[config.mk]
export PLATFORM = sky130hd
export DESIGN_NAME = rv32i_if_stage
export DESIGN_NICKNAME = d
export VERILOG_FILES = /design/src/rtl/rv32i_pkg.sv /design/src/rtl/rv32i_if_stage_skid_buf.sv /design/src/rtl/rv32i_if_stage.sv
export SDC_FILE = /design/constraint.sdc
export NUM_CORES = 1
export LEC_CHECK = 0
export BUFFER_PORTS_ARGS = -buffer_cell sky130_fd_sc_hd__buf_2
export CORE_ASPECT_RATIO = 1.5
export CORE_UTILIZATION = 61
export DETAILED_ROUTE_END_ITERATION = 10
export GPL_TIMING_DRIVEN = 0
export PLACE_DENSITY = 0.86
export SYNTH_ARGS = -nofsm -noshare
export SYNTH_HDL_FRONTEND = slang
export SYNTH_HIERARCHICAL = 1
export SYNTH_SLANG_ARGS = --single-unit
[constraint.sdc]
create_clock -name clk -period 5 [get_ports clk]
set_input_delay 0.5 -clock clk [delete_from_list [all_inputs] [get_ports clk]]
set_output_delay 0.5 -clock clk [all_outputs]
set_load 0.005 [all_outputs]
[src/rtl/rv32i_pkg.sv]
// Shared types and constants for the RV32I fetch front end.
package rv32i_pkg;

    localparam logic [31:0] NOP_INSTR        = 32'h0000_0013;  // addi x0, x0, 0
    localparam logic [31:0] RESET_PC_DEFAULT = 32'h0000_0000;

    typedef enum logic [1:0] {
        EXC_NONE       = 2'd0,
        EXC_MISALIGNED = 2'd1,
        EXC_ACCESS     = 2'd2
    } fetch_exc_e;

    typedef enum logic [0:0] {
        S_RUN   = 1'b0,
        S_FAULT = 1'b1
    } fetch_state_e;

    typedef struct packed {
        logic        valid;
        logic [31:0] pc;
        logic [31:0] instr;
        fetch_exc_e  exc;
    } if_id_t;

    localparam if_id_t IF_ID_RESET = '{valid: 1'b0, pc: 32'h0, instr: NOP_INSTR, exc: EXC_NONE};

endpackage

[src/rtl/rv32i_if_stage_skid_buf.sv]
// One-entry holding register that catches the in-flight fetch response while decode stalls.
module if_skid_buf
    import rv32i_pkg::*;
(
    input  logic   clk,
    input  logic   rst_n,
    input  logic   load,
    input  logic   drain,
    input  logic   clear,
    input  if_id_t d,
    output if_id_t q
);

    always_ff @(posedge clk or negedge rst_n) begin
        if (!rst_n) begin
            q <= IF_ID_RESET;
        end else if (clear || drain) begin
            q.valid <= 1'b0;
        end else if (load) begin
            q <= d;
        end
    end

endmodule

[src/rtl/rv32i_if_stage.sv]
// RV32I instruction-fetch stage: PC sequencing, 1-cycle imem pairing, stall skid,
// redirect flush and fetch-fault reporting into the IF/ID register.
module rv32i_if_stage
    import rv32i_pkg::*;
#(
    parameter logic [31:0] RESET_PC    = RESET_PC_DEFAULT,
    parameter int          DEPTH_WORDS = 2048,
    localparam int         AW          = $clog2(DEPTH_WORDS)
) (
    input  logic          clk,
    input  logic          rst_n,
    input  logic          id_stall,
    input  logic          ex_redirect,
    input  logic [31:0]   ex_redirect_pc,
    output logic          imem_en,
    output logic [AW-1:0] imem_addr,
    input  logic [31:0]   imem_rdata,
    output logic          if_id_valid,
    output logic [31:0]   if_id_pc,
    output logic [31:0]   if_id_instr,
    output logic [1:0]    if_id_exc
);

    localparam logic [31:0] DEPTH_W32 = 32'(DEPTH_WORDS);

    logic [31:0]  pc_q;
    logic         resp_v;
    logic [31:0]  resp_pc;
    fetch_exc_e   resp_exc;
    fetch_state_e state_q;
    if_id_t       if_id_q;
    if_id_t       skid_q;

    fetch_exc_e   fault_exc;
    logic         fetch_ok;
    logic         fault_issue;
    if_id_t       resp;
    logic         skid_load;
    logic         skid_drain;

    // NOTE: every signal assigned in this block gets a default first, so no latch is inferred.
    always_comb begin
        fault_exc = EXC_NONE;
        if (pc_q[1:0] != 2'b00)
            fault_exc = EXC_MISALIGNED;
        else if ({2'b00, pc_q[31:2]} >= DEPTH_W32)
            fault_exc = EXC_ACCESS;

        fetch_ok    = (state_q == S_RUN) && !id_stall && !ex_redirect;
        imem_en     = fetch_ok && (fault_exc == EXC_NONE);
        fault_issue = fetch_ok && (fault_exc != EXC_NONE);

        // A faulting slot never touched imem, so its word is forced to a NOP.
        resp.valid = resp_v;
        resp.pc    = resp_pc;
        resp.instr = (resp_exc == EXC_NONE) ? imem_rdata : NOP_INSTR;
        resp.exc   = resp_exc;

        skid_load  = !ex_redirect && id_stall && resp_v;
        skid_drain = !ex_redirect && !id_stall && skid_q.valid;
    end

    assign imem_addr = pc_q[AW+1:2];

    if_skid_buf u_skid (
        .clk   (clk),
        .rst_n (rst_n),
        .load  (skid_load),
        .drain (skid_drain),
        .clear (ex_redirect),
        .d     (resp),
        .q     (skid_q)
    );

    // NOTE: sequential state uses non-blocking assignments so every register samples pre-edge values.
    always_ff @(posedge clk or negedge rst_n) begin
        if (!rst_n) begin
            pc_q     <= RESET_PC;
            resp_v   <= 1'b0;
            resp_pc  <= 32'h0;
            resp_exc <= EXC_NONE;
            state_q  <= S_RUN;
            if_id_q  <= IF_ID_RESET;
        end else if (ex_redirect) begin
            pc_q          <= ex_redirect_pc;
            resp_v        <= 1'b0;
            state_q       <= S_RUN;
            if_id_q.valid <= 1'b0;
        end else begin
            resp_v   <= imem_en || fault_issue;
            resp_pc  <= pc_q;
            resp_exc <= fault_exc;
            if (imem_en)
                pc_q <= pc_q + 32'd4;
            if (fault_issue)
                state_q <= S_FAULT;
            // Skid holds the older word, so it drains ahead of any live response.
            if (!id_stall) begin
                if (skid_q.valid)
                    if_id_q <= skid_q;
                else if (resp.valid)
                    if_id_q <= resp;
                else
                    if_id_q.valid <= 1'b0;
            end
        end
    end

    assign if_id_valid = if_id_q.valid;
    assign if_id_pc    = if_id_q.pc;
    assign if_id_instr = if_id_q.instr;
    assign if_id_exc   = if_id_q.exc;

endmodule
# Word-level counts from Yosys, hierarchy flattened
# Index checks and enable logic that the tools add are counted.
[word_totals]
register_bits = 202
latch_bits = 0
mem_bits_rw = 0
rom_bits = 0
inputBits = 68
out_inout_bits = 79
elab_cells = 57
n_memories = 0
[classes]
n_addsub = 1
n_mul = 0
div_mod_pow = 0
n_lt_le_gt_ge = 1
n_eq_ne = 1
shifts = 0
muxes = 15
n_bitwise = 4
reduce_logical = 22
[ops]
columns = ["op", "n"]
rows = [
  ["$mux W67", 3],
  ["$mux W32", 3],
  ["$mux W66", 1],
  ["$add A32 B3 Y32 const B", 1],
  ["$ge A30 B12 Y1 const B", 1],
  ["$reduce_bool A2 Y1", 6],
  ["$logic_and A1 B1 Y1", 8],
  ["$mux W1", 6],
  ["$logic_not A2 Y1", 2],
  ["$mux W2", 2],
  ["$not A1 Y1", 4],
  ["$reduce_and A3 Y1", 1],
  ["$logic_not A1 Y1", 2],
  ["$logic_or A1 B1 Y1", 2],
  ["$ne A2 B1 Y1 const B", 1],
  ["$reduce_and A2 Y1", 1],
]

# Depth between registers and ports, before layout
[depth]
word_depth = 7
mapped_depth = 8

# Hierarchy
# Netlist, hierarchy kept.
[by_module_without_submodules]
columns = ["mod", "instances", "cells_each", "area_each_um2", "seq_area_each_um2"]
rows = [
  ["rv32i_if_stage", 1, 627, 6221.0, 3382.0],
  ["if_skid_buf", 1, 143, 2513.7, 1680.4],
]

# Least setup slack after synthesis
# Ideal clock, no wire load.
[synth_path]
path_kind = "input-to-reg"
from = "input port ex_redirect"
to = "register u_skid/q[18] (netlist name)"
t_arrival_ns = 2.124
path_slack_ns = 2.749
stages = 8
path_cell_list = "buf_2 -> inv_2 -> clkbuf_1 -> and3_1 -> nor3b_2 -> buf_4 -> buf_6 -> mux2_1"
[synth_between]
word_cells_on_any_way = 8
[synth_lines]
columns = ["item", "line", "source"]
rows = [
  ["start: declaration", "rv32i_if_stage.sv:13", "input logic ex_redirect,"],
  ["$logic_not A1 Y1", "rv32i_if_stage.sv:59", "skid_load = !ex_redirect && id_stall && resp_v;"],
  ["$logic_and A1 B1 Y1 (2 in series)", "rv32i_if_stage.sv:59", ""],
  ["net skid_load", "rv32i_if_stage.sv:38", "logic skid_load;"],
  ["$reduce_and A2 Y1 (no source line)", "n/a", ""],
  ["end: declaration", "rv32i_if_stage_skid_buf.sv:11", "output if_id_t q"],
]
# The timed path passes the listed nets, and every way through them passes these cells.
# A chain may end at the register's enable or synchronous reset.

# Final worst setup path
[layout_path]
from = "register pc_q[26]"
to = "output port imem_en"
[layout_between]
elab_chain_cells = 5
[layout_lines]
columns = ["item", "line", "source"]
rows = [
  ["start: declaration", "rv32i_if_stage.sv:26", "logic [31:0] pc_q;"],
  ["start signal: assignment", "rv32i_if_stage.sv:85", "pc_q <= ex_redirect_pc;"],
  ["start signal: assignment", "rv32i_if_stage.sv:94", "pc_q <= pc_q + 32'd4;"],
  ["$ge A30 B12 Y1", "rv32i_if_stage.sv:46", "else if ({2'b00, pc_q[31:2]} >= DEPTH_W32)"],
  ["$mux W2", "rv32i_if_stage.sv:46", ""],
  ["$mux W2", "rv32i_if_stage.sv:44", "if (pc_q[1:0] != 2'b00)"],
  ["$logic_not A2 Y1", "rv32i_if_stage.sv:50", "imem_en = fetch_ok && (fault_exc == EXC_NONE);"],
  ["$logic_and A1 B1 Y1", "rv32i_if_stage.sv:50", ""],
  ["end: declaration", "rv32i_if_stage.sv:15", "output logic imem_en,"],
]
# No other way between the ends.

==> reports/qor.csv <==
metric,value,unit
status,finished clean,
Worst Tran Pin Value,853.3,ps
Max Root-Sink Buffers,3,
initial antenna violation count,0,
CTS buffer count,19,
headroom to the max-slew limit,42.68,%
CTS tree,yes,
"Setup violations, final",0,
first-pass GRT wire length,31790,um
Rows,53,
"Largest stage delay, worst path",710,ps
fin crit share,59.20,%
cts hold-fix bufs,0,
Hold Path Class,primary input to asynchronous set/reset pin,
kind of critical path,flip-flop to output pin,
Syn-to-layout area delta,18.74,%
Fmax,0.3378,GHz
Ys Warns,6,
core box area,0.01399,mm2
first drt pass iteration count,5,
initial core utilization,62.43,%
Die Wd,99.71,um
Final min period,2960,ps
per-cell routed wire length,17.05,um
vias in the first global route,6453,
Max Cap Viol,0,
crit path DAT,2460,ps
Worst Path Required,4500,ps
full die area,0.01481,mm2
Routed WL,19490,um
number of vias per cell,5.526,
Netlist Area Pre-Place,0.008735,mm2
Mapped Avg Cell Area,11.34,um2
Worst VDD drop,0.2754,mV
post-route ant nets,0,
"commonest non-fill, non-tap cells in the layout","dfrtp_1 (196), nand2_1 (182), buf_2 (150), o21ai_0 (70), mux2i_1 (67)",
DRC viols,0,
Skew-Pair Late Insertion Delay,500,ps
register area share after synthesis,57.96,%
Mapped Cells,770,
GRT Util Overall,27.28,%
# IOs,147,
crit-path cells,nor3_1 > nand3_1 > nor2_1 > buf_2,
RSZ-0062 raised after global routing,false,
final net count,1008,
Fin Setup TNS,0,ps
Syn Nets,840,
vias,6316,
htree depth,1,
Layout Cells excl Fill,1143,
final total power,4043,uW
#FFs+latches synth,202,
Static Leak,0.005002,uW
Synth cell types,46,
post-CTS setup buffers,0,
Sink Count,202,
Post-CTS Resized,0,
clock root buffer master,clkbuf_16,
placed cells,1109,
Pins Over Slew Limit,0,
"Hold Vio Cnt, Final",0,
total gr overflow,0,
IO Port Bufs,146,
gpl congestion,0.9622,
CP max-delay cell,nor3_1,
Clock Skew,22.13,ps
CP Capture Type,output pin,
fraction of layout cells with a size suffix above 1,26.29,%
starting DRC count in detailed routing,353,
Startpoint Class,flip-flop,
n_diodes,0,
die height,148.6,um
"commonest non-fill, non-tap cell in the layout",dfrtp_1,
Power Dens Cells,389.8,mW/mm2
Clock Pin Slew Worst Setup and Hold Paths,60,ps
largest net degree at the start of global routing,115,
Final HPWL DP,13590,um
CP max FO,7,
flip-flops by register name, indices dropped and copies added (netlist names):
register / count
if_id_exc: 2
if_id_instr: 32
if_id_pc: 32
if_id_valid: 1
pc_q: 32
resp_exc: 2
resp_pc: 32
resp_v: 1
state_q: 1
u_skid/q: 67
cells in the mapped netlist (all sizes together):
| library cell | count | area, um2 |
|---|---|---|
| dfrtp | 196 | 4905 |
| a211o | 1 | 8.760 |
| and4 | 4 | 36.29 |
| nand3 | 6 | 30.03 |
| mux2i | 67 | 670.6 |
| or4b | 2 | 20.02 |
| and3 | 2 | 12.51 |
| ha | 2 | 25.02 |
| o21ai | 71 | 355.3 |
| inv | 7 | 26.27 |
| o21a | 2 | 15.01 |
| nand4 | 4 | 40.04 |
| nor4 | 5 | 91.34 |
| a31oi | 11 | 68.82 |
| o211ai | 1 | 7.510 |
| a21oi | 1 | 5.000 |
| and2 | 31 | 193.9 |
| buf | 23 | 167.7 |
| nand4b | 1 | 8.760 |
| dfstp | 6 | 157.7 |
| or3b | 1 | 8.760 |
| and4bb | 1 | 12.51 |
| or3 | 3 | 18.77 |
| a31o | 1 | 8.760 |
| mux2 | 73 | 822.0 |
| nand2b | 1 | 6.260 |
| nand2 | 182 | 683.2 |
| or4 | 4 | 30.03 |
| nor2 | 15 | 56.30 |
| nor3b | 2 | 20.02 |
| a41oi | 1 | 8.760 |
| clkbuf | 31 | 116.4 |
| nor3 | 3 | 26.28 |
| o41ai | 3 | 26.28 |
| o31ai | 6 | 45.04 |
stage by stage:
stage	util (%)	instance area, um2	setup WS (ps)	hold WS, ps
finish	74.12	10370	2040	4.954
global route	74.12	10370	2086	61.48
CTS	74.12	10370	2107	34.19
detailed placement	69.63	9743	2133	464.9
global placement	69.36	9706	179.3	457.0
floorplan	-	8735	2749	204.4
routing by layer:
layer  routed length (um)  track usage (%)
met1                 7602            33.52
met4                  655            10.29
met3                  866            3.008
met2                10370            49.14
met5                    0                0
critical path: cells and delay by family (launching register included):
kind	cells	cell delay [ps]
simple gates	3	1420
flops	1	380
buf+inv	1	160
logic make-up (layout without fill, tap and decap cells):
kind of cell | after synthesis | in the layout | share of synthesized area [%]
muxes | 140 | 140 | 17.09
DFF | 202 | 202 | 57.96
buffers and inverters | 61 | 242 | 3.552
adders and majority gates | 2 | 2 | 0.2864
and+or+nand+nor | 267 | 267 | 14.83
AOI/OAI and AO/OA | 98 | 98 | 6.289
path summary, 6_finish.rpt:
| kind | from | to | slack, ps | depth (start not counted) |
|---|---|---|---|---|
| max in group asynchronous | rst_n | if_id_instr[9] | 4030 | 2 |
| setup / recovery | pc_q[26] | imem_en | 2040 | 4 |
| hold reg to reg | if_id_instr[9] | if_id_instr[9] | 470 | 2 |
| hold / removal | rst_n | if_id_instr[29] | 5 | 1 |
| setup reg to reg | u_skid/q[66] | u_skid/q[46] | 2570 | 8 |
| min in group clk | ex_redirect | u_skid/q[66] | 200 | 2 |
final cells by class:
| cell class | count | area [um2] |
|---|---|---|
| Buffer | 54 | 284.0 |
| Clock buffer | 28 | 569.3 |
| Clock inverter | 6 | 58.81 |
| Fill cell | 958 | 3621 |
| Inverter | 7 | 26.28 |
| Multi-Input combinational cell | 507 | 3362 |
| Sequential cell | 202 | 5062 |
| Tap cell | 192 | 240.2 |
| Timing Repair Buffer | 147 | 768.2 |
power breakdown:
part	switching (uW)	internal, uW	leakage (uW)
clock network	600	843	0.000315
logic	275	267	0.00211
registers	161	1900	0.00258
(Power assumes the default switching activity.)
